==> src/rtl/i2s_sample_sequencer_if.sv <==
// i2s_sample_sequencer_if: stereo capture input and serialised valid/ready sample stream
interface i2s_sample_sequencer_if #(parameter int SAMPLE_W = 16);
    logic                sample_valid_in;
    logic [SAMPLE_W-1:0] left_sample_in;
    logic [SAMPLE_W-1:0] right_sample_in;
    logic                proc_ready_in;
    logic                proc_valid_out;
    logic [SAMPLE_W-1:0] proc_sample_out;
    logic                proc_channel_out;
    logic                proc_last_out;
    modport master (
        output sample_valid_in, left_sample_in, right_sample_in, proc_ready_in,
        input  proc_valid_out, proc_sample_out, proc_channel_out, proc_last_out
    );
    modport slave (
        input  sample_valid_in, left_sample_in, right_sample_in, proc_ready_in,
        output proc_valid_out, proc_sample_out, proc_channel_out, proc_last_out
    );
endinterface

==> src/rtl/i2s_sample_sequencer.sv <==
// i2s_sample_sequencer: buffers stereo pairs and streams them left-then-right to one engine
module i2s_sample_sequencer #(
    parameter int DEPTH    = 4,
    parameter int SAMPLE_W = 16
) (
    input  logic                     clock_in,
    input  logic                     reset_in,
    input  logic                     enable_in,
    i2s_sample_sequencer_if.slave    bus,
    output logic [$clog2(DEPTH):0]   fifo_level_out,
    output logic [15:0]              overflow_count_out,
    output logic                     busy_out
);
    localparam int PW = $clog2(DEPTH);
    localparam int LW = PW + 1;
    typedef enum logic [1:0] {IDLE, SEND_L, SEND_R} state_t;
    state_t              state_q, state_d;
    logic [PW-1:0]       wr_ptr_q, wr_ptr_d, rd_ptr_q, rd_ptr_d;
    logic [LW-1:0]       level_q, level_d;
    logic [15:0]         ovf_q, ovf_d;
    logic                valid_q, valid_d, chan_q, chan_d, last_q, last_d, busy_q, busy_d;
    logic [SAMPLE_W-1:0] sample_q, sample_d, head_l;
    logic [SAMPLE_W-1:0] mem_l_q [DEPTH];
    logic [SAMPLE_W-1:0] mem_r_q [DEPTH];
    logic                pop, push_req, push;
    always_comb begin
        pop      = (state_q == SEND_R) && bus.proc_ready_in;
        push_req = bus.sample_valid_in && enable_in;
        push     = push_req && ((level_q != LW'(DEPTH)) || pop);
        level_d  = level_q + LW'(push) - LW'(pop);
        wr_ptr_d = wr_ptr_q + PW'(push);
        rd_ptr_d = rd_ptr_q + PW'(pop);
        ovf_d    = ovf_q + 16'(push_req && !push && (ovf_q != 16'hFFFF));
        // a pair arriving as the buffer drains becomes the head in the same cycle
        head_l   = (level_q == LW'(pop)) ? bus.left_sample_in : mem_l_q[rd_ptr_d];
        state_d  = state_q;
        valid_d  = valid_q;
        sample_d = sample_q;
        chan_d   = chan_q;
        last_d   = last_q;
        case (state_q)
            IDLE: if (level_q != '0) begin
                state_d  = SEND_L;
                valid_d  = 1'b1;
                sample_d = head_l;
                chan_d   = 1'b0;
                last_d   = 1'b0;
            end
            SEND_L: if (bus.proc_ready_in) begin
                state_d  = SEND_R;
                sample_d = mem_r_q[rd_ptr_q];
                chan_d   = 1'b1;
                last_d   = 1'b1;
            end
            SEND_R: if (bus.proc_ready_in) begin
                state_d  = (level_d != '0) ? SEND_L : IDLE;
                valid_d  = level_d != '0;
                sample_d = (level_d != '0) ? head_l : sample_q;
                chan_d   = 1'b0;
                last_d   = 1'b0;
            end
            default: state_d = IDLE;
        endcase
        busy_d = (state_d != IDLE) || (level_d != '0);
    end
    always_ff @(posedge clock_in) begin
        if (push) begin
            mem_l_q[wr_ptr_q] <= bus.left_sample_in;
            mem_r_q[wr_ptr_q] <= bus.right_sample_in;
        end
    end
    always_ff @(posedge clock_in or posedge reset_in) begin
        if (reset_in) begin
            state_q  <= IDLE;
            wr_ptr_q <= '0;
            rd_ptr_q <= '0;
            level_q  <= '0;
            ovf_q    <= '0;
            valid_q  <= 1'b0;
            sample_q <= '0;
            chan_q   <= 1'b0;
            last_q   <= 1'b0;
            busy_q   <= 1'b0;
        end else begin
            state_q  <= state_d;
            wr_ptr_q <= wr_ptr_d;
            rd_ptr_q <= rd_ptr_d;
            level_q  <= level_d;
            ovf_q    <= ovf_d;
            valid_q  <= valid_d;
            sample_q <= sample_d;
            chan_q   <= chan_d;
            last_q   <= last_d;
            busy_q   <= busy_d;
        end
    end
    assign bus.proc_valid_out   = valid_q;
    assign bus.proc_sample_out  = sample_q;
    assign bus.proc_channel_out = chan_q;
    assign bus.proc_last_out    = last_q;
    assign fifo_level_out       = level_q;
    assign overflow_count_out   = ovf_q;
    assign busy_out             = busy_q;
endmodule

==> src/flat_wrapper.sv <==
// flat-port wrapper written by rule: the top's interface ports become plain ports
module i2s_sample_sequencer_flat 
#(
    parameter int DEPTH    = 4,
    parameter int SAMPLE_W = 16
)
  (clock_in, reset_in, enable_in, fifo_level_out, overflow_count_out, busy_out, bus_sample_valid_in, bus_left_sample_in, bus_right_sample_in, bus_proc_ready_in, bus_proc_valid_out, bus_proc_sample_out, bus_proc_channel_out, bus_proc_last_out);
  i2s_sample_sequencer_if #(.SAMPLE_W(SAMPLE_W)) bus_i ();
  input  logic clock_in;
  input  logic reset_in;
  input  logic enable_in;
  output logic [$clog2(DEPTH):0] fifo_level_out;
  output logic [15:0] overflow_count_out;
  output logic busy_out;
  input wire logic [$bits(bus_i.sample_valid_in)-1:0] bus_sample_valid_in;
  input wire logic [$bits(bus_i.left_sample_in)-1:0] bus_left_sample_in;
  input wire logic [$bits(bus_i.right_sample_in)-1:0] bus_right_sample_in;
  input wire logic [$bits(bus_i.proc_ready_in)-1:0] bus_proc_ready_in;
  output wire logic [$bits(bus_i.proc_valid_out)-1:0] bus_proc_valid_out;
  output wire logic [$bits(bus_i.proc_sample_out)-1:0] bus_proc_sample_out;
  output wire logic [$bits(bus_i.proc_channel_out)-1:0] bus_proc_channel_out;
  output wire logic [$bits(bus_i.proc_last_out)-1:0] bus_proc_last_out;
  assign bus_i.sample_valid_in = bus_sample_valid_in;
  assign bus_i.left_sample_in = bus_left_sample_in;
  assign bus_i.right_sample_in = bus_right_sample_in;
  assign bus_i.proc_ready_in = bus_proc_ready_in;
  assign bus_proc_valid_out = bus_i.proc_valid_out;
  assign bus_proc_sample_out = bus_i.proc_sample_out;
  assign bus_proc_channel_out = bus_i.proc_channel_out;
  assign bus_proc_last_out = bus_i.proc_last_out;
  i2s_sample_sequencer #(.DEPTH(DEPTH), .SAMPLE_W(SAMPLE_W)) u_core (.clock_in(clock_in), .reset_in(reset_in), .enable_in(enable_in), .bus(bus_i), .fifo_level_out(fifo_level_out), .overflow_count_out(overflow_count_out), .busy_out(busy_out));
endmodule
==> config.mk <==
export PLATFORM = sky130hd
export DESIGN_NAME = i2s_sample_sequencer_flat
export DESIGN_NICKNAME = d
export VERILOG_FILES = /design/src/rtl/i2s_sample_sequencer_if.sv /design/src/rtl/i2s_sample_sequencer.sv /design/src/flat_wrapper.sv
export SDC_FILE = /design/constraint.sdc
export NUM_CORES = 1
export LEC_CHECK = 0
export BUFFER_PORTS_ARGS = -buffer_cell sky130_fd_sc_hd__buf_2
export CAP_MARGIN = 20
export CORE_AREA = 2 2 109 111
export CTS_CLUSTER_SIZE = 28
export DETAILED_ROUTE_END_ITERATION = 12
export DIE_AREA = 0 0 111 113
export GPL_ROUTABILITY_DRIVEN = 0
export PLACE_DENSITY = 0.83
export SYNTH_ARGS = -nofsm -noshare
export SYNTH_HDL_FRONTEND = slang
export SYNTH_SLANG_ARGS = --single-unit
==> constraint.sdc <==
create_clock -name clock_in -period 6 [get_ports clock_in]
set_input_delay 0.3 -clock clock_in [delete_from_list [all_inputs] [get_ports clock_in]]
set_output_delay 0.3 -clock clock_in [all_outputs]
set_load 0.03 [all_outputs]
==> results list <==
- Net Count, Synth: 454
- Of the total power, combinational logic draws 34.6%.
- The tool flagged a number of max-cap violations equal to 0.
- The synthesized design contains 172 register bits.
- Net switching is 34.0% of the power.
- ANT cells: 0
- The wire-length estimate of the detail-placed layout is approximately 8000 µm.
- Final sum of negative setup slack: 0 ps
- Final Cell Area: 8150 µm²
- # resized after CTS: 0
- Synthesized netlist cell count: just over 400
- Critical path required time: 6230 ps
- Worst clock skew on the final layout: around 7.4 ps
- Once layout is complete, the utilization of the core stands at between 70% and 80%.
* Initial DRT Pass Iterations: 5
* Clock network power share: around a quarter
- In this run the tightest slew margin relative to its limit is about 34%.
* Cell at the root of the clock tree: sky130_fd_sc_hd__clkbuf_16
- Number of warning messages in the yosys log: 0
* Share of the cycle needed by the critical path after routing: 60.2%
- The count of nets left with antenna violations once routing finished came out at 0.
* Hold crit path type: in -> async
* Setup WS pre-CTS: ~1900 ps
- Final setup margin: 2390 ps
- The share of total power dissipated in sequential elements is 39.5%.
- Number of unique standard cell types used by synthesis: between 40 and 50
- Arrival time worst endpoint: 3840 ps
* Post-Synthesis Mean Instance Area: 17.1 µm²
* Setup-failing EPs final: 0
- Signed area change from the synthesized netlist to the final layout: 16.2%
- The number of hold violations in the final report is 0.
* Via count normalized by instance count: 6.07
- Leakage power: about 3.1 nW
- Post-route total power: 4.23 mW
- In this run, placement finished with an instance count of 614.
- GRT Util Overall: 22.6%
- The later pin in the worst-skew pair is clocked with a latency of 420 ps.
* Longest Clk Path Bufs: 2
- Result of the run: finished clean
- Dividing the detail-routed wire length by the instance count gives 20.8 µm.
- Starting density of the core: 62.2%
- Number of levels the H-tree was split into: 4
- TritonCTS clock tree: built
* Via count: 3945
- After floorplanning, the core was sized to cover 11300 µm².
- Vias in the first global route: between 3000 and 4000
- After synthesis the cells add up to 7010 µm².
- Post-synthesis sequential area ratio: 70.5%
- Clock period minus final worst setup slack: 3610 ps
- Post-CTS Hold Buffers: 0
- The die covers 12500 µm².
- Sort of element at the start of the critical path: flop
- Share of final-layout standard cells stronger than drive strength 1: 31.2%
- Internal cell power: between 2 and 3 mW
* Largest net degree at the start of global routing: 45
- The number of pins with negative max-slew slack in the final report is 0.
* Worst Tran Pin Value: 983 ps
- Die X: 111 µm
- Power density over cell area: 519 nW/µm²
* Final hold slack: 96.5 ps
- Count of boundary I/O pins: 76
* Post-CTS repair timing setup buffer count: 0
* Maximum frequency from static timing analysis: 0.277 GHz
* Cell Count, Final, Fillers Out: 650
- Wire length of the first global-routing pass: 21100 µm
* Sw power: 1.44 mW
* Global route total overflow: 0
- Clock buffers created by TritonCTS: 17
- VDD sags by at most around 0.39 mV.
- After detailed routing, the total wire length is 13500 µm.
- CTS sink count: 172
* I/O Buffers: between 70 and 80
* Endpoint kind of the worst setup timing path: flop
- Antenna violations before repair: 0
- The critical path in this run is classified as reg -> reg.
* Site Rows: 39
- After the first detailed-routing iteration, the DRC count stood at 512.
- Post-DP Area: 7470 µm²
* Number of remaining DRC errors: 0
* RSZ-0062 raised after global routing: no
- After the last flow step, the layout net total stands at 537.
* Reg clk slew, reported paths: 60 ps
- Measured along the y axis, the die boundary spans 113 µm.
- In this run the worst path has a maximum fanout of 32.
## synthesized netlist by cell type (all sizes together)
library cell / instances / area [µm²]
edfxtp: 128 / 3840
dfrtp: 44 / 1100
mux4: 32 / 732
nor2: 28 / 115
nand2: 27 / 101
and3: 19 / 119
o21ai: 19 / 95.1
a21boi: 17 / 128
a31oi: 17 / 146
buf: 15 / 123
nand3: 11 / 55.1
inv: 9 / 33.8
xor2: 9 / 105
xnor2: 8 / 70.1
clkbuf: 5 / 18.8
ha: 5 / 62.6
nor3: 5 / 36.3
nand4: 3 / 18.8
a21o: 1 / 7.51
a21oi: 1 / 5.00
and4: 1 / 8.76
fa: 1 / 20.0
mux2i: 1 / 10.0
nand3b: 1 / 11.3
o221ai: 1 / 8.76
or2: 1 / 6.26
or3: 1 / 6.26
xnor3: 1 / 22.5
## layout make-up
cell class / instances / area, µm²
repair buffers: 84 / 490
clock buffers: 25 / 485
fillers: 655 / 3130
multi-input cells: 210 / 1900
inverters: 9 / 33.8
clock inverters: 7 / 113
well taps: 143 / 179
flip-flops and latches: 172 / 4940
## worst max-delay path, cell delays in order, from the launching register on
cell and delay (ps):
sky130_fd_sc_hd__dfrtp_1 440, sky130_fd_sc_hd__nand3b_2 340, sky130_fd_sc_hd__xor2_2 360, sky130_fd_sc_hd__buf_8 240, sky130_fd_sc_hd__inv_1 80, sky130_fd_sc_hd__ha_1 210
sky130_fd_sc_hd__fa_1 380, sky130_fd_sc_hd__xnor3_1 290, sky130_fd_sc_hd__nor3_4 70, sky130_fd_sc_hd__a31oi_4 760, sky130_fd_sc_hd__a31oi_1 240
## layer usage
layer / track usage, % / vias up / share of wire, %
li1: - / 1743 / -
met1: 29.3 / 2018 / 40
met2: 37.1 / 163 / 51
met3: 5.36 / 21 / 6.8
met4: 10.0 / 0 / 2.0
met5: 0 / - / 0
## final timing paths
check	cells after the start	slack, ps	to	startpoint
max	10	2390	u_core.bus.proc_sample_out[6]	u_core.state_q[0]
min	2	100	u_core.bus.proc_sample_out[6]	reset_in
max reg2reg	10	2390	u_core.bus.proc_sample_out[6]	u_core.state_q[0]
min reg2reg	1	500	u_core.overflow_count_out[11]	u_core.overflow_count_out[11]
max in group asynchronous	2	5270	u_core.overflow_count_out[0]	reset_in
min in group clock_in	1	100	u_core.mem_r_q[3][3]	bus_right_sample_in[3]
## layout by cell type (no fill, tap or decap), types with 2 or more instances in the layout
| cell | synthesis | routed |
|---|---|---|
| sky130_fd_sc_hd__edfxtp_1 | 128 | 128 |
| sky130_fd_sc_hd__o21ai_0 | 10 | 10 |
| sky130_fd_sc_hd__xnor2_1 | 8 | 8 |
| sky130_fd_sc_hd__nor2_2 | 4 | 6 |
| sky130_fd_sc_hd__o21ai_1 | 9 | 9 |
| sky130_fd_sc_hd__buf_16 | 0 | 2 |
| sky130_fd_sc_hd__a21boi_0 | 9 | 9 |
| sky130_fd_sc_hd__a31oi_2 | 4 | 4 |
| sky130_fd_sc_hd__a31oi_1 | 12 | 12 |
| sky130_fd_sc_hd__nand3_1 | 11 | 11 |
| sky130_fd_sc_hd__clkbuf_8 | 0 | 3 |
| sky130_fd_sc_hd__ha_1 | 5 | 5 |
| sky130_fd_sc_hd__clkbuf_16 | 0 | 17 |
| sky130_fd_sc_hd__clkinv_2 | 0 | 3 |
| sky130_fd_sc_hd__mux4_2 | 29 | 29 |
| sky130_fd_sc_hd__nand2_1 | 27 | 27 |
| sky130_fd_sc_hd__dfrtp_1 | 44 | 44 |
| sky130_fd_sc_hd__clkbuf_1 | 5 | 5 |
| sky130_fd_sc_hd__a21boi_1 | 8 | 8 |
| sky130_fd_sc_hd__mux4_1 | 3 | 3 |
| sky130_fd_sc_hd__nor3_1 | 4 | 3 |
| sky130_fd_sc_hd__and3_1 | 19 | 19 |
| sky130_fd_sc_hd__nand4_1 | 3 | 3 |
| sky130_fd_sc_hd__bufinv_16 | 0 | 3 |
| sky130_fd_sc_hd__buf_4 | 3 | 6 |
| sky130_fd_sc_hd__xor2_1 | 7 | 7 |
| sky130_fd_sc_hd__inv_1 | 9 | 8 |
| sky130_fd_sc_hd__nor2_1 | 24 | 22 |
| sky130_fd_sc_hd__buf_2 | 5 | 75 |
## power groups by stage
stage	sequential, mW	combinational, mW	clock [mW]
4_1_cts	1.69	1.38	1.11
2_1_floorplan	1.77	0.981	0
6_report	1.67	1.46	1.10
5_1_grt	1.69	1.57	1.16
3_3_place_gp	1.69	1.31	0
3_5_place_dp	1.70	1.37	0
## kinds of logic after synthesis
kind of cell | Yosys count | synth area share [%]
AOI/OAI and AO/OA | 56 | 5.57
adders and majority gates | 6 | 1.18
and+or+nand+nor | 97 | 6.82
DFF | 172 | 70.5
buffers and inverters | 29 | 2.50
muxes | 33 | 10.6
xor gates and xnor gates | 18 | 2.82
## state kept, by name, indices dropped and copies added, names as in the netlist
name,cells
u_core.wr_ptr_q,2
u_core.busy_out,1
u_core.state_q,2
u_core.bus.proc_channel_out,1
u_core.fifo_level_out,3
u_core.bus.proc_valid_out,1
u_core.overflow_count_out,16
u_core.mem_l_q,64
u_core.mem_r_q,64
u_core.bus.proc_sample_out,16
u_core.rd_ptr_q,2
(Power assumes the default switching activity.)
